[src/rtl/change_payout_ctrl_pkg.sv]
// rtl/change_payout_ctrl_pkg.sv - shared constants, error codes and payout state encoding
//
// Purpose : Coin values, error-code encoding and the payout FSM state type
//           used by the change payout controller and its timeout counter.
// Contents: COIN5, COIN10      coin values in cents
//           err_code_t         00 none, 01 bad amount, 10 coin shortage, 11 ack timeout
//           payout_state_t     payout FSM states
//           is_mult5()         true when a cent amount can be paid in 5c/10c coins

package change_payout_ctrl_pkg;

    localparam int COIN5  = 5;
    localparam int COIN10 = 10;

    typedef enum logic [1:0] {
        ERR_NONE  = 2'b00,
        ERR_AMT   = 2'b01,
        ERR_SHORT = 2'b10,
        ERR_TMO   = 2'b11
    } err_code_t;

    typedef enum logic [2:0] {
        ST_IDLE     = 3'd0,
        ST_CHECK    = 3'd1,
        ST_CHOOSE   = 3'd2,
        ST_WAIT_ACK = 3'd3,
        ST_DONE     = 3'd4,
        ST_ERR      = 3'd5
    } payout_state_t;

    function automatic logic is_mult5(input logic [31:0] i_amount);
        return (i_amount % 32'd5) == 32'd0;
    endfunction

endpackage

[src/rtl/change_payout_ctrl_if.sv]
// rtl/change_payout_ctrl_if.sv - request, hopper and status signals of the change payout controller
//
// Purpose : Bundles the vend-FSM request handshake, the hopper req/ack
//           handshake and the payout status outputs.
// Modports: slave  - the payout controller
//           master - the environment (vend FSM + hopper drivers)
// Signals : req_valid/req_amount/req_ready  change request handshake
//           hi_empty/lo_empty               10c / 5c hopper empty flags
//           hop_hi_req/hop_lo_req/hop_ack   one-coin eject handshake
//           busy/done/err/err_code          status
//           paid_total                      cents paid for current/last request

interface change_payout_ctrl_if #(
    parameter int AMT_W = 8
);
    logic             req_valid;
    logic [AMT_W-1:0] req_amount;
    logic             req_ready;
    logic             hi_empty;
    logic             lo_empty;
    logic             hop_hi_req;
    logic             hop_lo_req;
    logic             hop_ack;
    logic             busy;
    logic             done;
    logic             err;
    logic [1:0]       err_code;
    logic [AMT_W-1:0] paid_total;

    modport slave (
        input  req_valid, req_amount, hi_empty, lo_empty, hop_ack,
        output req_ready, hop_hi_req, hop_lo_req, busy, done, err, err_code, paid_total
    );

    modport master (
        output req_valid, req_amount, hi_empty, lo_empty, hop_ack,
        input  req_ready, hop_hi_req, hop_lo_req, busy, done, err, err_code, paid_total
    );

endinterface

[src/rtl/change_payout_ctrl_tmo.sv]
// rtl/change_payout_ctrl_tmo.sv - hopper acknowledge timeout counter
//
// Purpose : Counts cycles spent waiting for a hopper acknowledge.
// Ports   : clk        clock
//           rst        asynchronous reset, active-high
//           i_clr      restart the count (asserted when a coin request is issued)
//           i_en       count this cycle (controller is waiting for ack)
//           o_expired  high during the ACK_TIMEOUT-th enabled cycle since i_clr

module change_payout_ctrl_tmo #(
    parameter int ACK_TIMEOUT = 255,
    parameter int TMO_W       = 8
) (
    input  logic clk,
    input  logic rst,
    input  logic i_clr,
    input  logic i_en,
    output logic o_expired
);

    logic [TMO_W-1:0] r_cnt;
    logic             w_at_limit;

    // The count holds the number of already-elapsed waiting cycles, so the
    // limit is one below ACK_TIMEOUT: the request then stays high for exactly
    // ACK_TIMEOUT cycles before the controller gives up.
    assign w_at_limit = (r_cnt == TMO_W'(ACK_TIMEOUT - 1));
    assign o_expired  = i_en && w_at_limit;

    always_ff @(posedge clk or posedge rst) begin
        if (rst) begin
            r_cnt <= '0;
        end else if (i_clr) begin
            r_cnt <= '0;
        end else if (i_en && !w_at_limit) begin
            r_cnt <= r_cnt + 1'b1;
        end
    end

endmodule

[src/rtl/change_payout_ctrl.sv]
// rtl/change_payout_ctrl.sv - coin hopper sequencer that pays out change in 10c and 5c coins
//
// Purpose : Accepts one change request, ejects 10c coins while they fit and
//           are available, falls back to 5c coins, and reports done or an
//           error together with the amount actually paid.
// Ports   : clk   clock
//           rst   asynchronous reset, active-high
//           bus   change_payout_ctrl_if.slave (request, hopper and status signals)
// Params  : AMT_W        width of amount/paid fields in cents
//           ACK_TIMEOUT  cycles a hopper request may wait for ack
//           TMO_W        width of the timeout counter

module change_payout_ctrl
    import change_payout_ctrl_pkg::*;
#(
    parameter int AMT_W       = 8,
    parameter int ACK_TIMEOUT = 255,
    parameter int TMO_W       = 8
) (
    input  logic                   clk,
    input  logic                   rst,
    change_payout_ctrl_if.slave    bus
);

    localparam logic [AMT_W-1:0] C5  = AMT_W'(COIN5);
    localparam logic [AMT_W-1:0] C10 = AMT_W'(COIN10);

    payout_state_t    r_state;
    payout_state_t    w_next;
    logic [AMT_W-1:0] r_remaining;
    logic [AMT_W-1:0] r_paid;
    err_code_t        r_err_code;
    logic             r_hop_hi_req;
    logic             r_hop_lo_req;

    logic             w_accept;
    logic             w_take_hi;
    logic             w_take_lo;
    logic             w_ack;
    logic             w_tmo;
    logic             w_err_set;
    err_code_t        w_err_val;
    logic             w_expired;
    logic [AMT_W-1:0] w_coin;

    assign w_accept = (r_state == ST_IDLE) && bus.req_valid;

    // Only one hopper request is ever outstanding, so the raised request
    // identifies the coin being paid.
    assign w_coin = r_hop_hi_req ? C10 : C5;

    change_payout_ctrl_tmo #(
        .ACK_TIMEOUT (ACK_TIMEOUT),
        .TMO_W       (TMO_W)
    ) u_tmo (
        .clk       (clk),
        .rst       (rst),
        .i_clr     (w_take_hi || w_take_lo),
        .i_en      (r_state == ST_WAIT_ACK),
        .o_expired (w_expired)
    );

    always_ff @(posedge clk or posedge rst) begin
        if (rst) begin
            r_state <= ST_IDLE;
        end else begin
            r_state <= w_next;
        end
    end

    always_comb begin
        w_next    = r_state;
        w_take_hi = 1'b0;
        w_take_lo = 1'b0;
        w_ack     = 1'b0;
        w_tmo     = 1'b0;
        w_err_set = 1'b0;
        w_err_val = ERR_NONE;
        case (r_state)
            ST_IDLE: begin
                if (bus.req_valid) begin
                    w_next = ST_CHECK;
                end
            end
            ST_CHECK: begin
                if (!is_mult5(32'(r_remaining))) begin
                    w_next    = ST_ERR;
                    w_err_set = 1'b1;
                    w_err_val = ERR_AMT;
                end else begin
                    w_next = ST_CHOOSE;
                end
            end
            ST_CHOOSE: begin
                // One coin decision per visit; a missing 10c coin is covered
                // by two consecutive 5c decisions.
                if (r_remaining == '0) begin
                    w_next = ST_DONE;
                end else if ((r_remaining >= C10) && !bus.hi_empty) begin
                    w_next    = ST_WAIT_ACK;
                    w_take_hi = 1'b1;
                end else if ((r_remaining >= C5) && !bus.lo_empty) begin
                    w_next    = ST_WAIT_ACK;
                    w_take_lo = 1'b1;
                end else begin
                    w_next    = ST_ERR;
                    w_err_set = 1'b1;
                    w_err_val = ERR_SHORT;
                end
            end
            ST_WAIT_ACK: begin
                // An ack arriving in the expiry cycle still counts as a coin.
                if (bus.hop_ack) begin
                    w_next = ST_CHOOSE;
                    w_ack  = 1'b1;
                end else if (w_expired) begin
                    w_next    = ST_ERR;
                    w_tmo     = 1'b1;
                    w_err_set = 1'b1;
                    w_err_val = ERR_TMO;
                end
            end
            ST_DONE: begin
                w_next = ST_IDLE;
            end
            ST_ERR: begin
                w_next = ST_IDLE;
            end
            default: begin
                w_next = ST_IDLE;
            end
        endcase
    end

    // remaining and paid move together so paid_total always equals
    // req_amount - remaining, including the partial payout on an error.
    always_ff @(posedge clk or posedge rst) begin
        if (rst) begin
            r_remaining <= '0;
            r_paid      <= '0;
            r_err_code  <= ERR_NONE;
        end else begin
            if (w_accept) begin
                r_remaining <= bus.req_amount;
                r_paid      <= '0;
                r_err_code  <= ERR_NONE;
            end else if (w_ack) begin
                r_remaining <= r_remaining - w_coin;
                r_paid      <= r_paid + w_coin;
            end
            if (w_err_set) begin
                r_err_code <= w_err_val;
            end
        end
    end

    // Hopper requests are registered: raised on entry to WAIT_ACK, dropped the
    // cycle after ack or timeout, which guarantees a low cycle between coins.
    always_ff @(posedge clk or posedge rst) begin
        if (rst) begin
            r_hop_hi_req <= 1'b0;
            r_hop_lo_req <= 1'b0;
        end else begin
            if (w_ack || w_tmo) begin
                r_hop_hi_req <= 1'b0;
                r_hop_lo_req <= 1'b0;
            end else begin
                if (w_take_hi) begin
                    r_hop_hi_req <= 1'b1;
                end
                if (w_take_lo) begin
                    r_hop_lo_req <= 1'b1;
                end
            end
        end
    end

    assign bus.req_ready  = (r_state == ST_IDLE);
    assign bus.busy       = (r_state != ST_IDLE);
    assign bus.done       = (r_state == ST_DONE);
    assign bus.err        = (r_state == ST_ERR);
    assign bus.err_code   = r_err_code;
    assign bus.paid_total = r_paid;
    assign bus.hop_hi_req = r_hop_hi_req;
    assign bus.hop_lo_req = r_hop_lo_req;

endmodule

[src/flat_wrapper.sv]
// flat-port wrapper written by rule: the top's interface ports become plain ports
module change_payout_ctrl_flat import change_payout_ctrl_pkg::*;
#(
    parameter int AMT_W       = 8,
    parameter int ACK_TIMEOUT = 255,
    parameter int TMO_W       = 8
)
  (clk, rst, bus_req_valid, bus_req_amount, bus_hi_empty, bus_lo_empty, bus_hop_ack, bus_req_ready, bus_hop_hi_req, bus_hop_lo_req, bus_busy, bus_done, bus_err, bus_err_code, bus_paid_total);
  change_payout_ctrl_if #(.AMT_W(AMT_W)) bus_i ();
  input  logic clk;
  input  logic rst;
  input wire logic [$bits(bus_i.req_valid)-1:0] bus_req_valid;
  input wire logic [$bits(bus_i.req_amount)-1:0] bus_req_amount;
  input wire logic [$bits(bus_i.hi_empty)-1:0] bus_hi_empty;
  input wire logic [$bits(bus_i.lo_empty)-1:0] bus_lo_empty;
  input wire logic [$bits(bus_i.hop_ack)-1:0] bus_hop_ack;
  output wire logic [$bits(bus_i.req_ready)-1:0] bus_req_ready;
  output wire logic [$bits(bus_i.hop_hi_req)-1:0] bus_hop_hi_req;
  output wire logic [$bits(bus_i.hop_lo_req)-1:0] bus_hop_lo_req;
  output wire logic [$bits(bus_i.busy)-1:0] bus_busy;
  output wire logic [$bits(bus_i.done)-1:0] bus_done;
  output wire logic [$bits(bus_i.err)-1:0] bus_err;
  output wire logic [$bits(bus_i.err_code)-1:0] bus_err_code;
  output wire logic [$bits(bus_i.paid_total)-1:0] bus_paid_total;
  assign bus_i.req_valid = bus_req_valid;
  assign bus_i.req_amount = bus_req_amount;
  assign bus_i.hi_empty = bus_hi_empty;
  assign bus_i.lo_empty = bus_lo_empty;
  assign bus_i.hop_ack = bus_hop_ack;
  assign bus_req_ready = bus_i.req_ready;
  assign bus_hop_hi_req = bus_i.hop_hi_req;
  assign bus_hop_lo_req = bus_i.hop_lo_req;
  assign bus_busy = bus_i.busy;
  assign bus_done = bus_i.done;
  assign bus_err = bus_i.err;
  assign bus_err_code = bus_i.err_code;
  assign bus_paid_total = bus_i.paid_total;
  change_payout_ctrl #(.AMT_W(AMT_W), .ACK_TIMEOUT(ACK_TIMEOUT), .TMO_W(TMO_W)) u_core (.clk(clk), .rst(rst), .bus(bus_i));
endmodule
[config.mk]
export PLATFORM = sky130hd
export DESIGN_NAME = change_payout_ctrl_flat
export DESIGN_NICKNAME = d
export VERILOG_FILES = /design/src/rtl/change_payout_ctrl_pkg.sv /design/src/rtl/change_payout_ctrl_if.sv /design/src/rtl/change_payout_ctrl_tmo.sv /design/src/rtl/change_payout_ctrl.sv /design/src/flat_wrapper.sv
export SDC_FILE = /design/constraint.sdc
export NUM_CORES = 1
export LEC_CHECK = 0
export CAP_MARGIN = 15
export CORE_UTILIZATION = 59
export CTS_CLUSTER_DIAMETER = 100
export DETAILED_ROUTE_END_ITERATION = 8
export GPL_TIMING_DRIVEN = 0
export PLACE_DENSITY = 0.92
export SLEW_MARGIN = 5
export SYNTH_ARGS = -nofsm -noshare
export SYNTH_HDL_FRONTEND = slang
export SYNTH_HIERARCHICAL = 1
export SYNTH_SLANG_ARGS = --single-unit
[constraint.sdc]
create_clock -name clk -period 5.9 [get_ports clk]
set_input_delay 1.18 -clock clk [delete_from_list [all_inputs] [get_ports clk]]
set_output_delay 1.18 -clock clk [all_outputs]
set_load 0.01 [all_outputs]
==> summary.md, run 1 <==
### Floorplan
- initial cell density of the core: 63.0%
- Die Span Y: 77.0 um
- boundary pin count: 30
- site row count: 26
- Core ar.: 0.00527 mm2
- overall die area: 0.00593 mm2
- floorplan die width: 77.0 um

### Cells and area
- antenna diode count: 0
- Finished Layout Cells: 520
- footprint of the multi-input gates: 0.00240 mm2
- Final #Nets: 479
- leading cell type in the layout, fill and taps excluded: sky130_fd_sc_hd__nor2_1
- most used cells in the layout excluding fill and tap cells: 34 x sky130_fd_sc_hd__nor2_1, 33 x sky130_fd_sc_hd__nand2_1, 29 x sky130_fd_sc_hd__clkdlybuf4s50_1, 29 x sky130_fd_sc_hd__dfrtp_1, 26 x sky130_fd_sc_hd__o21ai_0
- area delta synth->final: 17.2%
- area of all sequential standard cells: 778 um2
- fraction of layout cells with a size suffix above 1: 15.6%
- total of fill cells in the finished design: 387

### Clock network
- clock network latency to the later pin of the worst-skew pair: 0.29 ns
- clock transition at the registers of the reported paths: 0.07 ns
- total of hold buffers inserted after clock tree synthesis: 0
- number of buffers on the longest clock path: 2
- clk root buf: sky130_fd_sc_hd__clkbuf_8
- CTS tree: done
- clock buffer count from CTS: 5
- count of H-tree levels built during CTS: 2
- number of sinks driven by the clock tree: 31

### Setup path
- Worst Path Required: 6.06 ns
- worst setup path class: flip-flop to flip-flop
- kind of end point of the critical path: flip-flop
- launching point of the worst reg2reg path: u_core/r_remaining[5]
- maximum net fanout on the critical path: 9
- Reg-to-Reg End: u_core/bus.err_code[0]
- Worst Setup Start Kind: flip-flop
- worst reg-to-reg setup slack: 0.26 ns
- r2r worst-path depth: 25
- Arr. time, crit path: 5.80 ns

### Timing
- final setup violating endpoints: 0
- worst slew margin relative to its limit: 41.4%
- final critical-path required period: 5.64 ns
- Final Hold Viols: 0
- fraction of the cycle the final worst path needs: 95.6%
- unrepaired setup endpoints after global routing: no
- transition at the pin with the smallest max-transition slack: 0.879 ns
- Sum Neg Setup Slack: 0 ns
- Max Slew Vio Count: 0
- timing-limited maximum frequency: 177 MHz
- worst setup skew after layout: 0.00845 ns

### Place
- placed cells: 507
- Placer Congestion: 0.922
- number of buffers added on ports: 29
- post-DP HPWL: 6500 um

### Min path
- Hold Path Cell Cnt: 2
- startpoint of the tightest hold check path: u_core/bus.paid_total[2]
- Min-Delay Path Class: flip-flop to flip-flop
- capture endpoint of the worst hold path: u_core/bus.paid_total[2]

### Route
- final routed wire length divided by cell count: 17.6 um
- post-detailed-routing wire length: 9130 um
- first-pass iteration count of the detailed router: 5
- initial drt markers: 329
- post-detailed-route DRC marker count: 0
- via count: 3474
- via count normalized by instance count: 6.68
- DRT antenna net count: 0

### Global route
- pin count of the biggest net entering global routing: 24
- global-route wire length before repair: 14800 um
- antenna violations before repair: 0
- total overflow reported by the global router: 0
- via count of the first global-routing pass: 3286
- All-Layer GR Usage: 30.9%

### Synthesis
- count of flip-flops with a built-in enable after synthesis: 0
- Synth Instances: 408
- dominant synthesized flop cell: sky130_fd_sc_hd__dfrtp_1
- number of storage elements in the synthesis netlist: 31
- mean area per synthesized cell: 8.13 um2
- number of nets produced by synthesis: 438
- yosys synthesis warning count: 6
- proportion of synthesized chip area in sequential cells: 23.4%
- post-synthesis instance area: 0.00332 mm2
- Synth async-reset ratio: 100%
- Synth cell types: 92

### Run
- max-cap violation count: 0

### Outcome
- result of the run: finished clean

-- layout make-up --
cell class                 instances  area share (%)
timing repair buffer              34            8.43
inverter                          19            1.83
sequential                        31            20.0
tap                               70            2.25
clock inverter                     2           0.901
clock buffer                       6            2.12
buffer                            19            2.67
multi-input combinational        339            61.8
-- worst max-delay path: stages (launching register included) --
cell                        delay, ns
sky130_fd_sc_hd__dfrtp_2         0.47
sky130_fd_sc_hd__nor2_4          0.17
sky130_fd_sc_hd__inv_2           0.10
sky130_fd_sc_hd__ha_2            0.43
sky130_fd_sc_hd__nand3b_1        0.23
sky130_fd_sc_hd__o32a_2          0.23
sky130_fd_sc_hd__nand4_2         0.21
sky130_fd_sc_hd__o211a_1         0.32
sky130_fd_sc_hd__nor2_4          0.14
sky130_fd_sc_hd__nand2_1         0.11
sky130_fd_sc_hd__xnor2_1         0.19
sky130_fd_sc_hd__ha_1            0.24
sky130_fd_sc_hd__a211o_1         0.23
sky130_fd_sc_hd__o211ai_1        0.31
sky130_fd_sc_hd__and2_4          0.24
sky130_fd_sc_hd__nand2_4         0.08
sky130_fd_sc_hd__xnor2_1         0.14
sky130_fd_sc_hd__ha_1            0.22
sky130_fd_sc_hd__nand2b_1        0.11
sky130_fd_sc_hd__o21ai_0         0.11
sky130_fd_sc_hd__a211o_1         0.31
sky130_fd_sc_hd__a21oi_1         0.13
sky130_fd_sc_hd__o2111ai_1       0.16
sky130_fd_sc_hd__o211ai_1        0.17
sky130_fd_sc_hd__a21oi_2         0.14
sky130_fd_sc_hd__a311o_1         0.30
-- flip-flops by register name (all words and copies together), names as in the netlist --
signal / cells
u_core/bus.paid_total: 8
u_core/r_remaining: 8
u_core/u_tmo/r_cnt: 8
u_core/r_state: 3
u_core/bus.err_code: 2
u_core/bus.hop_hi_req: 1
u_core/bus.hop_lo_req: 1
-- worst max-delay path by stage --
stage                               start                      to  slack, ns
finish              u_core/r_remaining[5]  u_core/bus.err_code[0]       0.26
floorplan           u_core/r_remaining[5]  u_core/bus.err_code[0]       0.83
detailed placement  u_core/r_remaining[5]  u_core/bus.err_code[0]       0.08
CTS                 u_core/r_remaining[5]  u_core/bus.err_code[0]       0.04
global placement    u_core/r_remaining[5]  u_core/bus.err_code[0]       0.12
global route        u_core/r_remaining[5]  u_core/bus.err_code[0]      0.008
-- logic make-up (layout without fill, tap and decap cells) --
family / after synthesis / count (layout) / share of synthesized area (%)
simple gates: 164 / 164 / 26.6
xor+xnor: 16 / 16 / 4.22
fa+ha+maj: 18 / 18 / 7.13
flops: 31 / 31 / 23.4
mux: 5 / 5 / 1.96
buf+inv: 38 / 80 / 5.20
compound gates: 136 / 136 / 31.5
-- stage by stage --
step | setup WS (ns) | hold WS (ns) | util [%] | cell area [um2]
finish | 0.258 | 0.536 | 73.8 | 3890
floorplan | 0.828 | 0.498 | - | 3320
detailed placement | 0.0843 | 0.518 | 70.1 | 3700
CTS | 0.0352 | 0.538 | 72.4 | 3810
global route | 0.00759 | 0.549 | 73.8 | 3890
global placement | 0.117 | 0.508 | 70.1 | 3700
-- synth_stat cells, types with 3 or more instances --
master	n	area share (%)
sky130_fd_sc_hd__nor2_1	35	4.0
sky130_fd_sc_hd__nand2_1	33	3.7
sky130_fd_sc_hd__dfrtp_1	31	23
sky130_fd_sc_hd__o21ai_0	26	3.9
sky130_fd_sc_hd__a21oi_1	24	3.6
sky130_fd_sc_hd__nor3_1	19	2.9
sky130_fd_sc_hd__inv_1	18	2.0
sky130_fd_sc_hd__a211oi_1	14	3.2
sky130_fd_sc_hd__ha_1	14	5.3
sky130_fd_sc_hd__nand3_1	14	2.1
sky130_fd_sc_hd__xnor2_1	11	2.9
sky130_fd_sc_hd__clkbuf_1	10	1.1
sky130_fd_sc_hd__and3_1	7	1.3
sky130_fd_sc_hd__nand2b_1	7	1.3
sky130_fd_sc_hd__and2_1	5	0.94
sky130_fd_sc_hd__nand4_1	5	0.94
sky130_fd_sc_hd__nor2b_1	5	0.94
sky130_fd_sc_hd__o211ai_1	5	1.1
sky130_fd_sc_hd__xor2_1	5	1.3
sky130_fd_sc_hd__a211o_1	4	1.1
sky130_fd_sc_hd__or2_2	4	0.75
sky130_fd_sc_hd__a21o_1	3	0.68
sky130_fd_sc_hd__a221o_1	3	0.91
sky130_fd_sc_hd__a311oi_1	3	0.79
sky130_fd_sc_hd__a31o_2	3	0.79
sky130_fd_sc_hd__buf_4	3	0.68
sky130_fd_sc_hd__mux2_4	3	1.4
sky130_fd_sc_hd__nand3b_1	3	0.68
sky130_fd_sc_hd__nor3b_1	3	0.68
sky130_fd_sc_hd__nor4_1	3	0.57
sky130_fd_sc_hd__o21ai_1	3	0.45
-- what timing repair did --
action | in CTS | in global routing
gates resized for setup | 0 | 12
endpoints found under the hold margin | 0 | 0
setup endpoints to repair | 0 | 5
setup buffers | 0 | 5
-- routing by layer --
layer  global-route usage, %  share of wire (%)  vias up  wire length (um)
met5                       0                  0        -                 0
met4                    15.3                3.7        0               338
met3                    4.76                6.4       38               584
met2                    50.3                 47      178              4310
met1                    39.8                 43     1647              3890
li1                        -                  -     1611                 -
Power of run 1 is left out: the tool's default activity adds up to more than one toggle a clock period on the data nets, which glitch-free logic cannot reach.
==> inputs of run 2 (changes only) <==
- CTS_CLUSTER_DIAMETER: 100 -> 120
==> results of run 2 <==
The final DEF is identical to that of run 1; final timing and power are the same.
Power of run 2 is left out for the same reason.
